[config.mk]
export PLATFORM = sky130hd
export DESIGN_NAME = fetch_ctrl_flat
export DESIGN_NICKNAME = d
export VERILOG_FILES = /design/src/rtl/fetch_ctrl_pkg.sv /design/src/rtl/fetch_ctrl_if.sv /design/src/rtl/fetch_ctrl_perf.sv /design/src/rtl/fetch_ctrl.sv /design/src/flat_wrapper.sv
export SDC_FILE = /design/constraint.sdc
export NUM_CORES = 1
export LEC_CHECK = 0
export BUFFER_PORTS_ARGS = -buffer_cell sky130_fd_sc_hd__clkbuf_2
export CAP_MARGIN = 20
export CELL_PAD_IN_SITES_DETAIL_PLACEMENT = 0
export CELL_PAD_IN_SITES_GLOBAL_PLACEMENT = 1
export CORE_MARGIN = 5
export CORE_UTILIZATION = 37
export DETAILED_ROUTE_END_ITERATION = 8
export PLACE_DENSITY_LB_ADDON = 0.12
export REMOVE_ABC_BUFFERS = 1
export SETUP_SLACK_MARGIN = 0.05
export SLEW_MARGIN = 20
export SYNTH_ARGS = -nofsm -noshare
export SYNTH_HDL_FRONTEND = slang
export SYNTH_HIERARCHICAL = 1
export SYNTH_SLANG_ARGS = --single-unit
[constraint.sdc]
create_clock -name clk -period 5.1 [get_ports clk]
set_input_delay 1.02 -clock clk [delete_from_list [all_inputs] [get_ports clk]]
set_output_delay 1.02 -clock clk [all_outputs]
set_load 0.05 [all_outputs]
[src/rtl/fetch_ctrl_pkg.sv]
// Shared definitions for the instruction-fetch controller: state encoding,
// PC width, the NOP presented when no instruction is valid, and the PC adder.
package fetch_ctrl_pkg;

    localparam int PC_W  = 16;
    localparam int CNT_W = 16;

    localparam logic [15:0] FETCH_NOP = 16'h0800;

    typedef enum logic [2:0] {
        S_REQ   = 3'd0,
        S_WAIT  = 3'd1,
        S_HOLD  = 3'd2,
        S_DRAIN = 3'd3,
        S_HALT  = 3'd4
    } fetch_state_t;

    // Unsigned 16-bit add; the carry out is dropped so 16'hFFFE + 2 wraps to 0.
    function automatic logic [PC_W-1:0] pc_add(input logic [PC_W-1:0] a,
                                                input logic [PC_W-1:0] b);
        return a + b;
    endfunction

endpackage

[src/rtl/fetch_ctrl_if.sv]
// Request/response instruction-memory bus between the fetch controller
// (master) and the instruction memory (slave).
interface fetch_ctrl_if;
    import fetch_ctrl_pkg::*;

    logic            mem_en;
    logic [PC_W-1:0] mem_addr;
    logic            mem_stall;
    logic            mem_done;
    logic [15:0]     mem_rdata;

    modport master (
        output mem_en, mem_addr,
        input  mem_stall, mem_done, mem_rdata
    );

    modport slave (
        input  mem_en, mem_addr,
        output mem_stall, mem_done, mem_rdata
    );

endinterface

[src/rtl/fetch_ctrl_perf.sv]
// Saturating performance counters for the fetch stage: consumed instructions
// and memory-wait cycles. Only built when FETCH_CTRL_PERF_EN is defined.
module fetch_ctrl_perf
    import fetch_ctrl_pkg::*;
(
    input  logic             clk,
    input  logic             rst,
    input  logic             inc_instr,
    input  logic             inc_stall,
    output logic [CNT_W-1:0] instr_count,
    output logic [CNT_W-1:0] stall_cycles
);

    function automatic logic [CNT_W-1:0] sat_inc(input logic [CNT_W-1:0] v);
        return (v == {CNT_W{1'b1}}) ? v : v + 1'b1;
    endfunction

    always_ff @(posedge clk) begin
        if (!rst) begin
            instr_count  <= '0;
            stall_cycles <= '0;
        end else begin
            if (inc_instr) instr_count  <= sat_inc(instr_count);
            if (inc_stall) stall_cycles <= sat_inc(stall_cycles);
        end
    end

endmodule

[src/rtl/fetch_ctrl.sv]
// Instruction-fetch sequencer: owns the PC, handshakes with a variable-latency
// instruction memory, holds the fetched word for decode, handles redirect/halt.
// Optional counters: define FETCH_CTRL_PERF_EN.
module fetch_ctrl
    import fetch_ctrl_pkg::*;
#(
    parameter logic [15:0] RESET_PC  = 16'h0000,
    parameter logic [15:0] NOP_INSTR = FETCH_NOP
) (
    input  logic              clk,
    input  logic              rst,
    input  logic              stall,
    input  logic              redirect,
    input  logic [PC_W-1:0]   redirect_pc,
    input  logic              halt,
    fetch_ctrl_if.master      mem,
    output logic [15:0]       instr,
    output logic [PC_W-1:0]   pc_out,
    output logic [PC_W-1:0]   pc_plus_two,
    output logic              instr_valid,
    output logic              halted,
    output logic [CNT_W-1:0]  instr_count,
    output logic [CNT_W-1:0]  stall_cycles
);

    fetch_state_t    state_q, state_d;
    logic [PC_W-1:0] pc_q, pc_d, pc_inc;
    logic            capture, consume, flush;

    assign pc_inc       = pc_add(pc_q, 16'h0002);
    assign mem.mem_en   = rst && (state_q == S_REQ);
    assign mem.mem_addr = pc_q;

    always_comb begin
        state_d = state_q;
        pc_d    = pc_q;
        capture = 1'b0;
        consume = 1'b0;
        flush   = 1'b0;

        case (state_q)
            S_REQ: begin
                if (!mem.mem_stall) begin
                    if (mem.mem_done) begin
                        capture = 1'b1;
                        state_d = S_HOLD;
                    end else begin
                        state_d = S_WAIT;
                    end
                end
            end
            S_WAIT: begin
                if (mem.mem_done) begin
                    capture = 1'b1;
                    state_d = S_HOLD;
                end
            end
            S_HOLD: begin
                if (!stall) begin
                    consume = 1'b1;
                    pc_d    = pc_inc;
                    state_d = S_REQ;
                end
            end
            S_DRAIN: begin
                if (mem.mem_done) state_d = S_REQ;
            end
            S_HALT:  state_d = S_HALT;
            default: state_d = S_REQ;
        endcase

        // A request already accepted by memory must be drained before the
        // new target is requested, so only one response is ever in flight.
        if (redirect && state_q != S_HALT) begin
            pc_d    = redirect_pc;
            capture = 1'b0;
            consume = 1'b0;
            flush   = 1'b1;
            case (state_q)
                S_WAIT:  state_d = S_DRAIN;
                S_REQ:   state_d = (!mem.mem_stall && !mem.mem_done) ? S_DRAIN : S_REQ;
                S_DRAIN: state_d = mem.mem_done ? S_REQ : S_DRAIN;
                default: state_d = S_REQ;
            endcase
        end

        if (halt) begin
            state_d = S_HALT;
            pc_d    = pc_q;
            capture = 1'b0;
            consume = 1'b0;
            flush   = 1'b1;
        end
    end

    always_ff @(posedge clk) begin
        if (!rst) begin
            state_q     <= S_REQ;
            pc_q        <= RESET_PC;
            instr       <= NOP_INSTR;
            pc_out      <= RESET_PC;
            pc_plus_two <= pc_add(RESET_PC, 16'h0002);
            instr_valid <= 1'b0;
            halted      <= 1'b0;
        end else begin
            state_q <= state_d;
            pc_q    <= pc_d;
            halted  <= (state_d == S_HALT);
            if (capture) begin
                instr       <= mem.mem_rdata;
                pc_out      <= pc_q;
                pc_plus_two <= pc_inc;
                instr_valid <= 1'b1;
            end else if (consume || flush) begin
                instr       <= NOP_INSTR;
                instr_valid <= 1'b0;
            end
        end
    end

`ifdef FETCH_CTRL_PERF_EN
    logic inc_stall;

    assign inc_stall = (state_q == S_REQ && mem.mem_stall) ||
                       (state_q == S_WAIT) || (state_q == S_DRAIN);

    fetch_ctrl_perf u_perf (
        .clk          (clk),
        .rst          (rst),
        .inc_instr    (consume),
        .inc_stall    (inc_stall),
        .instr_count  (instr_count),
        .stall_cycles (stall_cycles)
    );
`else
    assign instr_count  = '0;
    assign stall_cycles = '0;
`endif

endmodule

[src/flat_wrapper.sv]
// flat-port wrapper written by rule: the top's interface ports become plain ports
module fetch_ctrl_flat import fetch_ctrl_pkg::*;
#(
    parameter logic [15:0] RESET_PC  = 16'h0000,
    parameter logic [15:0] NOP_INSTR = FETCH_NOP
)
  (clk, rst, stall, redirect, redirect_pc, halt, instr, pc_out, pc_plus_two, instr_valid, halted, instr_count, stall_cycles, mem_mem_en, mem_mem_addr, mem_mem_stall, mem_mem_done, mem_mem_rdata);
  fetch_ctrl_if mem_i ();
  input  logic clk;
  input  logic rst;
  input  logic stall;
  input  logic redirect;
  input  logic [PC_W-1:0] redirect_pc;
  input  logic halt;
  output logic [15:0] instr;
  output logic [PC_W-1:0] pc_out;
  output logic [PC_W-1:0] pc_plus_two;
  output logic instr_valid;
  output logic halted;
  output logic [CNT_W-1:0] instr_count;
  output logic [CNT_W-1:0] stall_cycles;
  output wire logic [$bits(mem_i.mem_en)-1:0] mem_mem_en;
  output wire logic [$bits(mem_i.mem_addr)-1:0] mem_mem_addr;
  input wire logic [$bits(mem_i.mem_stall)-1:0] mem_mem_stall;
  input wire logic [$bits(mem_i.mem_done)-1:0] mem_mem_done;
  input wire logic [$bits(mem_i.mem_rdata)-1:0] mem_mem_rdata;
  assign mem_mem_en = mem_i.mem_en;
  assign mem_mem_addr = mem_i.mem_addr;
  assign mem_i.mem_stall = mem_mem_stall;
  assign mem_i.mem_done = mem_mem_done;
  assign mem_i.mem_rdata = mem_mem_rdata;
  fetch_ctrl #(.RESET_PC(RESET_PC), .NOP_INSTR(NOP_INSTR)) u_core (.clk(clk), .rst(rst), .stall(stall), .redirect(redirect), .redirect_pc(redirect_pc), .halt(halt), .mem(mem_i), .instr(instr), .pc_out(pc_out), .pc_plus_two(pc_plus_two), .instr_valid(instr_valid), .halted(halted), .instr_count(instr_count), .stall_cycles(stall_cycles));
endmodule
==> results of run 1 <==
-- metrics by stage --
| stage | utilization | hold slack (ns) | setup slack [ns] | cells |
|---|---|---|---|---|
| finish | 0.456 | 0.466 | 2.23 | 610 |
| global route | 0.456 | 0.486 | 2.14 | 610 |
| CTS | 0.456 | 0.468 | 2.19 | 610 |
| detailed placement | 0.430 | 0.458 | 2.11 | 594 |
| global placement | 0.430 | 0.452 | 2.08 | 594 |
| floorplan | - | 0.663 | -0.329 | 375 |
-- Yosys cell counts, drive strengths merged (3+ instances only) --
cell type	n
dfxtp	68
nand3	65
a21oi	62
buf	45
o21ai	31
clkbuf	26
nand2	16
a211oi	11
xnor2	10
nor3	8
nor4	6
inv	5
nand2b	4
nand4	4
nor2	4
o221ai	4
a21o	3
a22oi	3
and3	3
o22ai	3
-- worst paths after layout --
kind              slack (ns)                 to              start
setup reg to reg        2.97  u_core/state_q[1]  u_core/state_q[2]
hold reg to reg         0.47   u_core/instr[12]   u_core/instr[12]
setup / recovery        2.23         mem_mem_en                rst
hold / removal          0.47   u_core/instr[12]   u_core/instr[12]
-- cell families (layout without fill, tap and decap cells) --
family	count (synthesis)	count (layout)	share of synthesized area
muxes	2	2	0.00593
DFF	68	68	0.403
and+or+nand+nor	120	120	0.186
AOI/OAI and AO/OA	134	134	0.241
adders and majority gates	1	1	0.00371
buffers and inverters	78	134	0.131
xor gates and xnor gates	11	11	0.0285
other	1	32	0.00111
-- layer usage --
metal | track usage | vias up | wire length (um)
met2 | 0.269 | 108 | 4560
li1 | - | 1613 | -
met4 | 0.0638 | 0 | 102
met1 | 0.234 | 1499 | 4710
met5 | 0 | - | 0
met3 | 0.0489 | 7 | 683
-- flip-flops by register name, indices dropped and copies added (netlist names) --
signal and count:
u_core/state_q 3, u_core/pc_plus_two 15, u_core/halted 1, u_core/instr_valid 1, u_core/mem.mem_addr 16, u_core/instr 16, u_core/pc_out 16
-- where the power goes --
part	internal (W)	switching (W)	leakage [nW]
sequential	0.000543	0.0000168	0.551
clock	0.000288	0.000215	0.105
combinational	0.0000474	0.000172	0.909
-- layout make-up --
type | instances | share of cell area
clock inverters | 6 | 0.0218
clock buffers | 10 | 0.0343
multi-input cells | 300 | 0.422
flip-flops and latches | 68 | 0.339
inverters | 7 | 0.00655
repair buffers | 111 | 0.142
well taps | 108 | 0.0337
-- worst max-delay path, cell delays in order --
cell	delay, ns
clkbuf_2	0.27
inv_2	0.06
nor4_1	0.17
clkbuf_2	0.32
==> impl_metrics.json, run 1 <==
{
  "p_leak_nw": 1.56,
  "routedWlPerCell_um": 16.5,
  "worstMarginPinSlew_ns": 0.984,
  "dieArea_sq_um": 11100,
  "cp-start-kind": "primary input",
  "numPortBuffers": 105,
  "max-cap-violations": 0,
  "vias": 3227,
  "clock-sinks": 68,
  "ir_drop_mv": 0.108,
  "netlist.top_cell.by_area": "dfxtp_1",
  "slew_headroom": 0.342,
  "grt_usage": 0.175,
  "coreArea_sq_um": 8810,
  "finalWirelength_um": 10100,
  "postCtsHoldBufs": 0,
  "clk_pin_slew_ns": 0.08,
  "overflow": 0,
  "fillers": 909,
  "dp.final_hpwl_um": 6880,
  "insertion_delay_ns": 0.34,
  "period_minus_slack_ns": 2.87,
  "tns_ns": 0,
  "max_freq_ghz": 0.348,
  "cts_root_buf": "clkbuf_8",
  "fin_nets": 537,
  "route.detailed.drc": 0,
  "multi_input_area_sq_um": 1700,
  "synth_top_cell_area_share": 0.403,
  "grt_max_degree": 61,
  "io-pin-count": 138,
  "post_cts_buffers": 0,
  "drt_iter0_drc": 165,
  "min_path_type": "reg2reg",
  "cts_buffers": 9,
  "layout_common_cells": "clkbuf_2 (105), dfxtp_1 (68), nand3_1 (65)",
  "syn_area_per_cell_sq_um": 8.13,
  "cts_resized": 0,
  "setup_viol": 0,
  "start_util": 0.383,
  "antenna_found_initial": 0,
  "critPathArrivalTime_ns": 1.85,
  "clock_skew_ns": 0.00602,
  "ff_latch_area_sq_um": 1360,
  "die_x_um": 106,
  "drive_gt1_frac": 0.271,
  "grt_pass1_wl_um": 15800,
  "endpoint_kind": "primary output",
  "rsz0062_at_grt": "false",
  "area_growth_pct": 18.9,
  "p_total_w": 0.00128,
  "crit_fanout": 15,
  "place_area_sq_um": 3790,
  "cts_tree": "done",
  "yosys-top-cells-area": "dfxtp_1 (40%), nand3_1 (9.6%), a21oi_1 (9.2%)",
  "synth.distinct_cells": 50,
  "synth_enable_flop_cells": 0,
  "power_density_nw_per_um2": 319,
  "grt_pass1_vias": 3021,
  "finalHoldViolCount": 0,
  "viasPerCell": 5.29,
  "final_cell_area_sq_um": 4010,
  "ys_ff_latch": 68,
  "std_cell_rows": 34,
  "drv_slew": 0,
  "hold-path-cell-count": 2,
  "n_antenna_cell": 0,
  "r2r_cells": 4,
  "final_common_cell": "clkbuf_2",
  "required_ns": 4.08,
  "die_y_um": 106,
  "cts.path.max_buffers": 2,
  "drt_pass1_iterations": 7,
  "postSynth.asyncResetShare": 0,
  "ys_seq_area_frac": 0.403,
  "ys.flop_type": "dfxtp_1",
  "period_share": 0.564,
  "gp_congestion": 0.816,
  "cts_max_level": 3,
  "ant_nets": 0,
  "crit_type": "in2out",
  "syn_area_sq_um": 3380,
  "yosysWarnings": 6,
  "status": "complete, no violations",
  "synthCells": 415
}
Power figures use the tool's default switching activity.
==> run 2, diff against run 1 <==
- CORE_UTILIZATION: 37 -> 34
- clock period: 5.1 -> 2.8 ns (I/O delays scaled with it)
==> run 2 against run 1 <==
  * Power increased by 84%
  * Flip-flop and latch count unchanged
  * Design area increased by 2.2%
  * Wire length increased by 3.4%
  * Sequential share of layout area decreased by 0.73 points
  * Critical path depth unchanged
  * Critical path type is now reg2reg
  * Highest routed layer unchanged
==> impl_metrics.json, run 2 (synthesis gave the netlist of run 1 again) <==
{
  "status": "complete, no violations",
  "worstHoldStart": "mem_mem_rdata[13]",
  "fin_nets": 543,
  "drt_pass1_iterations": 4,
  "grt_max_degree": 61,
  "required_ns": 3.08,
  "regToRegStartpoint": "u_core/state_q[1]",
  "slowest_stage": "a221o_1",
  "overflow": 0,
  "routedWlPerCell_um": 16.2,
  "min_path_type": "in2reg",
  "crit_buf_inv": 0,
  "p_leak_nw": 1.60,
  "grt_usage": 0.175,
  "drt_iter0_drc": 208,
  "power_density_nw_per_um2": 574,
  "whs_ns": 0.444,
  "route.detailed.drc": 0,
  "ff_latch_area_sq_um": 1360,
  "layout_common_cells": "clkbuf_2 (104), dfxtp_1 (68), nand3_1 (65)",
  "dp.final_hpwl_um": 7360,
  "antenna_found_initial": 0,
  "endpoint_kind": "flop",
  "crit_path_cell_trace": "or3b_4 > a221o_1 > or3_1 > a31oi_1",
  "tns_ns": 0,
  "setup_viol": 0,
  "cts_root_buf": "clkbuf_8",
  "ir_drop_mv": 0.301,
  "drv_slew": 0,
  "cts.path.max_buffers": 2,
  "max-cap-violations": 0,
  "postCtsHoldBufs": 0,
  "grt_pass1_vias": 3188,
  "slew_headroom": 0.531,
  "rsz0062_at_grt": "false",
  "io-pin-count": 138,
  "finalHoldViolCount": 0,
  "cts_buffers": 9,
  "crit_type": "reg2reg",
  "cp-start-kind": "flop",
  "dp_cells": 625,
  "clk_pin_slew_ns": 0.09,
  "clock_skew_ns": 0.0119,
  "post_cts_buffers": 0,
  "coreArea_sq_um": 9730,
  "multi_input_area_sq_um": 1700,
  "numPortBuffers": 105,
  "start_util": 0.347,
  "final_common_cell": "clkbuf_2",
  "dieArea_sq_um": 12000,
  "worstMarginPinSlew_ns": 0.703,
  "grt_pass1_wl_um": 16500,
  "ant_nets": 0,
  "post-route-util": 0.422,
  "cts_tree": "done",
  "die_y_um": 110,
  "max_freq_ghz": 0.473,
  "gp_congestion": 0.762,
  "vias": 3243,
  "clock-sinks": 68,
  "cp-startpoint": "u_core/state_q[1]",
  "fillers": 1021,
  "cts_resized": 0,
  "slowest_delay_ns": 0.56,
  "crit_family": "simple AND/OR/NAND/NOR gates",
  "viasPerCell": 5.06,
  "period_share": 0.755,
  "n_antenna_cell": 0,
  "std_cell_rows": 36,
  "insertion_delay_ns": 0.35,
  "area_growth_pct": 21.5,
  "period_minus_slack_ns": 2.11,
  "die_x_um": 110,
  "cts_max_level": 3,
  "critPathArrivalTime_ns": 2.39,
  "finalWirelength_um": 10400,
  "final_cells": 641,
  "crit_fanout": 17,
  "drive_gt1_frac": 0.278
}
[run 2: cell types whose count changed in the layout (fill, tap and decap cells not counted), sizes merged]
cell,before,now
buf,6,13
clkbuf,115,113
clkinv,2,4
clkinvlp,3,1
inv,6,7
[run 2: cell type report]
type	instances	area share
Clock inverter	7	0.0241
Clock buffer	9	0.0302
Inverter	7	0.00640
Timing Repair Buffer	117	0.154
Tap cell	133	0.0406
Multi-Input combinational cell	300	0.413
Sequential cell	68	0.332
[run 2: metrics by stage]
step,setup WS (ns),instance area (sq um),total power (W)
6_report,0.686,4100,0.00235
5_1_grt,0.555,4100,0.00246
2_1_floorplan,-2.17,3080,0.00132
3_3_place_gp,0.568,3880,0.00145
3_5_place_dp,0.556,3880,0.00145
4_1_cts,0.685,4100,0.00238
[run 2: tightest hold or removal path, stage by stage]
cell and delay (ns):
clkbuf_2 0.08, nand3_1 0.06, a21oi_1 0.05
[run 2: worst paths after layout]
| path | end | slack, ns | cells past startpoint |
|---|---|---|---|
| max | u_core/mem.mem_addr[1] | 0.69 | 4 |
| min | u_core/instr[13] | 0.44 | 3 |
| max reg2reg | u_core/mem.mem_addr[1] | 0.69 | 4 |
| min reg2reg | u_core/instr[10] | 0.47 | 2 |
[run 2: power breakdown]
part	switching, W	internal (W)	total, W
sequential	0.0000300	0.000989	0.00102
clock	0.000413	0.000507	0.000921
combinational	0.000318	0.0000953	0.000413
[run 2: routing by layer]
layer / GRT usage / vias to the layer above / share of wire
met5: 0 / - / 0
met4: 0.0481 / 0 / 0.0068
met3: 0.0528 / 7 / 0.071
met2: 0.282 / 102 / 0.47
met1: 0.227 / 1521 / 0.45
li1: - / 1613 / -
==> run 3, diff against run 2 <==
- ABC_AREA: not set -> 1
- CORE_UTILIZATION: 34 -> 33
- clock period: 2.8 -> 2 ns (I/O delays scaled with it)
==> run 3 against run 2 <==
  * Design area grew 2.1%
  * Highest routed layer unchanged
  * Combinational power grew 85%
  * Hold slack lost 0.16 ns
  * Sequential power grew 45%
==> impl_metrics.json, run 3 <==
{
  "status": "complete, no violations",
  "clk_pin_slew_ns": 0.08,
  "place_area_sq_um": 3930,
  "synthCells": 492,
  "swShare": 0.326,
  "p_int_w": 0.00245,
  "fillers": 1113,
  "yosys-top-cells-area": "dfxtp_1 (40%), nand2_1 (11%), nor2_1 (11%)",
  "die_x_um": 111,
  "p_clk_frac": 0.384,
  "numPortBuffers": 105,
  "drt_pass1_iterations": 5,
  "cts_buffers": 9,
  "viasPerCell": 4.55,
  "route.detailed.drc": 0,
  "grt_usage": 0.158,
  "post-route-util": 0.413,
  "die_y_um": 111,
  "drv_slew": 0,
  "dp_cells": 720,
  "power.switching_w": 0.00119,
  "insertion_delay_ns": 0.34,
  "period_share": 0.876,
  "p_leak_nw": 2.10,
  "final_cells": 736,
  "slowest_stage": "dfxtp_1",
  "grt-busiest-layer": "met2",
  "layout_common_cells": "clkbuf_2 (104), nand2_1 (97), nor2_1 (97)",
  "gr-usage-met1": 0.210,
  "drive_gt1_frac": 0.248,
  "slowest_delay_ns": 0.36,
  "dp.final_hpwl_um": 6990,
  "met2_usage": 0.252,
  "netlist.top_cell.by_area": "dfxtp_1",
  "clock-sinks": 68,
  "ys.flop_type": "dfxtp_1",
  "met3_usage": 0.0464,
  "cts.path.max_buffers": 2,
  "period_minus_slack_ns": 1.75,
  "dieArea_sq_um": 12400,
  "grt_pass1_wl_um": 16100,
  "yosysWarnings": 6,
  "grt_pass1_vias": 3208,
  "max_freq_ghz": 0.571,
  "final_common_cell": "clkbuf_2",
  "cts_root_buf": "clkbuf_8",
  "required_ns": 1.60,
  "min_path_type": "in2reg",
  "critPathArrivalTime_ns": 1.35,
  "power_density_nw_per_um2": 869,
  "crit_type": "reg2out",
  "overflow": 0,
  "drt_iter0_drc": 180,
  "fin_nets": 635,
  "cts_max_level": 3,
  "grt_max_degree": 49,
  "endpoint_kind": "primary output",
  "postSynth.asyncResetShare": 0,
  "seqPwrFrac": 0.406,
  "antenna_found_initial": 0,
  "n_antenna_cell": 0,
  "synth_enable_flop_cells": 0,
  "final_cell_area_sq_um": 4190,
  "finalWirelength_um": 9740,
  "crit_path_cell_trace": "nor2_2 > inv_1 > nor3_2 > buf_12",
  "clock_skew_ns": 0.0115,
  "ir_drop_mv": 0.364,
  "setup_viol": 0,
  "postCtsHoldBufs": 0,
  "ys_seq_area_frac": 0.403,
  "synth.distinct_cells": 27,
  "comb_power_share": 0.210,
  "cp-start-kind": "flop",
  "rsz0062_at_grt": "false",
  "std_cell_rows": 37,
  "vias": 3350,
  "crit_fanout": 5,
  "finalHoldViolCount": 0,
  "gp_congestion": 0.757,
  "synth_common_cells": "nand2_1 (97), nor2_1 (97), dfxtp_1 (68), a21oi_1 (36), buf_4 (35)",
  "cts_resized": 0,
  "ant_nets": 0,
  "ys_ff_latch": 68,
  "post_cts_buffers": 0,
  "max-cap-violations": 0,
  "tns_ns": 0,
  "io-pin-count": 138,
  "syn_area_sq_um": 3380,
  "coreArea_sq_um": 10100,
  "routedWlPerCell_um": 13.2,
  "start_util": 0.333,
  "syn_area_per_cell_sq_um": 6.86,
  "area_growth_pct": 24.1,
  "synth_top_cell_area_share": 0.403,
  "cts_tree": "done"
}
## run 3: final timing paths
| path | startpoint | end | slack, ns | cells past startpoint |
|---|---|---|---|---|
| worst min-delay path | mem_mem_rdata[3] | u_core/instr[3] | 0.28 | 3 |
| worst max-delay path | u_core/state_q[2] | mem_mem_en | 0.25 | 4 |
| worst min register to register | u_core/pc_plus_two[1] | u_core/pc_plus_two[1] | 0.48 | 2 |
| worst max register to register | u_core/mem.mem_addr[2] | u_core/pc_plus_two[15] | 0.30 | 6 |
## run 3: per-stage QoR
| stage | total power, W | setup WS [ns] | hold WS [ns] |
|---|---|---|---|
| floorplan | 0.00205 | -0.296 | 0.469 |
| global placement | 0.00228 | 0.296 | 0.467 |
| detailed placement | 0.00228 | 0.285 | 0.469 |
| CTS | 0.00370 | 0.0815 | 0.259 |
| global route | 0.00383 | 0.116 | 0.275 |
| finish | 0.00364 | 0.248 | 0.281 |
## run 3: cell families after synthesis
group,count (synthesis),share of synthesized area
AND/OR/NAND/NOR,252,0.317
buffers and inverters,92,0.150
AO/OA/AOI/OAI,73,0.112
flip-flops,68,0.403
XOR/XNOR,5,0.0130
adder cells (fa/ha/maj),1,0.00371
other,1,0.00111
## run 3: power groups by stage
stage / registers (W) / clock network, W / logic (W)
global placement: 0.00151 / 0 / 0.000767
detailed placement: 0.00151 / 0 / 0.000767
global route: 0.00149 / 0.00150 / 0.000833
finish: 0.00148 / 0.00140 / 0.000764
CTS: 0.00148 / 0.00145 / 0.000769
floorplan: 0.00170 / 0 / 0.000353
## run 3: layout make-up
| cell class | instances | area (sq um) | area share |
|---|---|---|---|
| Clock inverter | 6 | 111 | 0.0266 |
| Timing Repair Buffer | 120 | 653 | 0.156 |
| Multi-Input combinational cell | 363 | 1630 | 0.389 |
| Sequential cell | 68 | 1360 | 0.325 |
| Tap cell | 136 | 170 | 0.0406 |
| Clock buffer | 10 | 138 | 0.0329 |
| Inverter | 33 | 124 | 0.0296 |
## run 3: layer usage
metal | routed length (um) | up-vias
li1 | - | 1723
met1 | 4510 | 1497
met2 | 4420 | 119
met3 | 685 | 11
met4 | 126 | 0
met5 | 0 | -
## run 3: critical path, delay by kind of cell, from the launching register on
| family | cells | cell delay, ns |
|---|---|---|
| buffers and inverters | 2 | 0.25 |
| and+or+nand+nor | 2 | 0.39 |
| DFF | 1 | 0.36 |
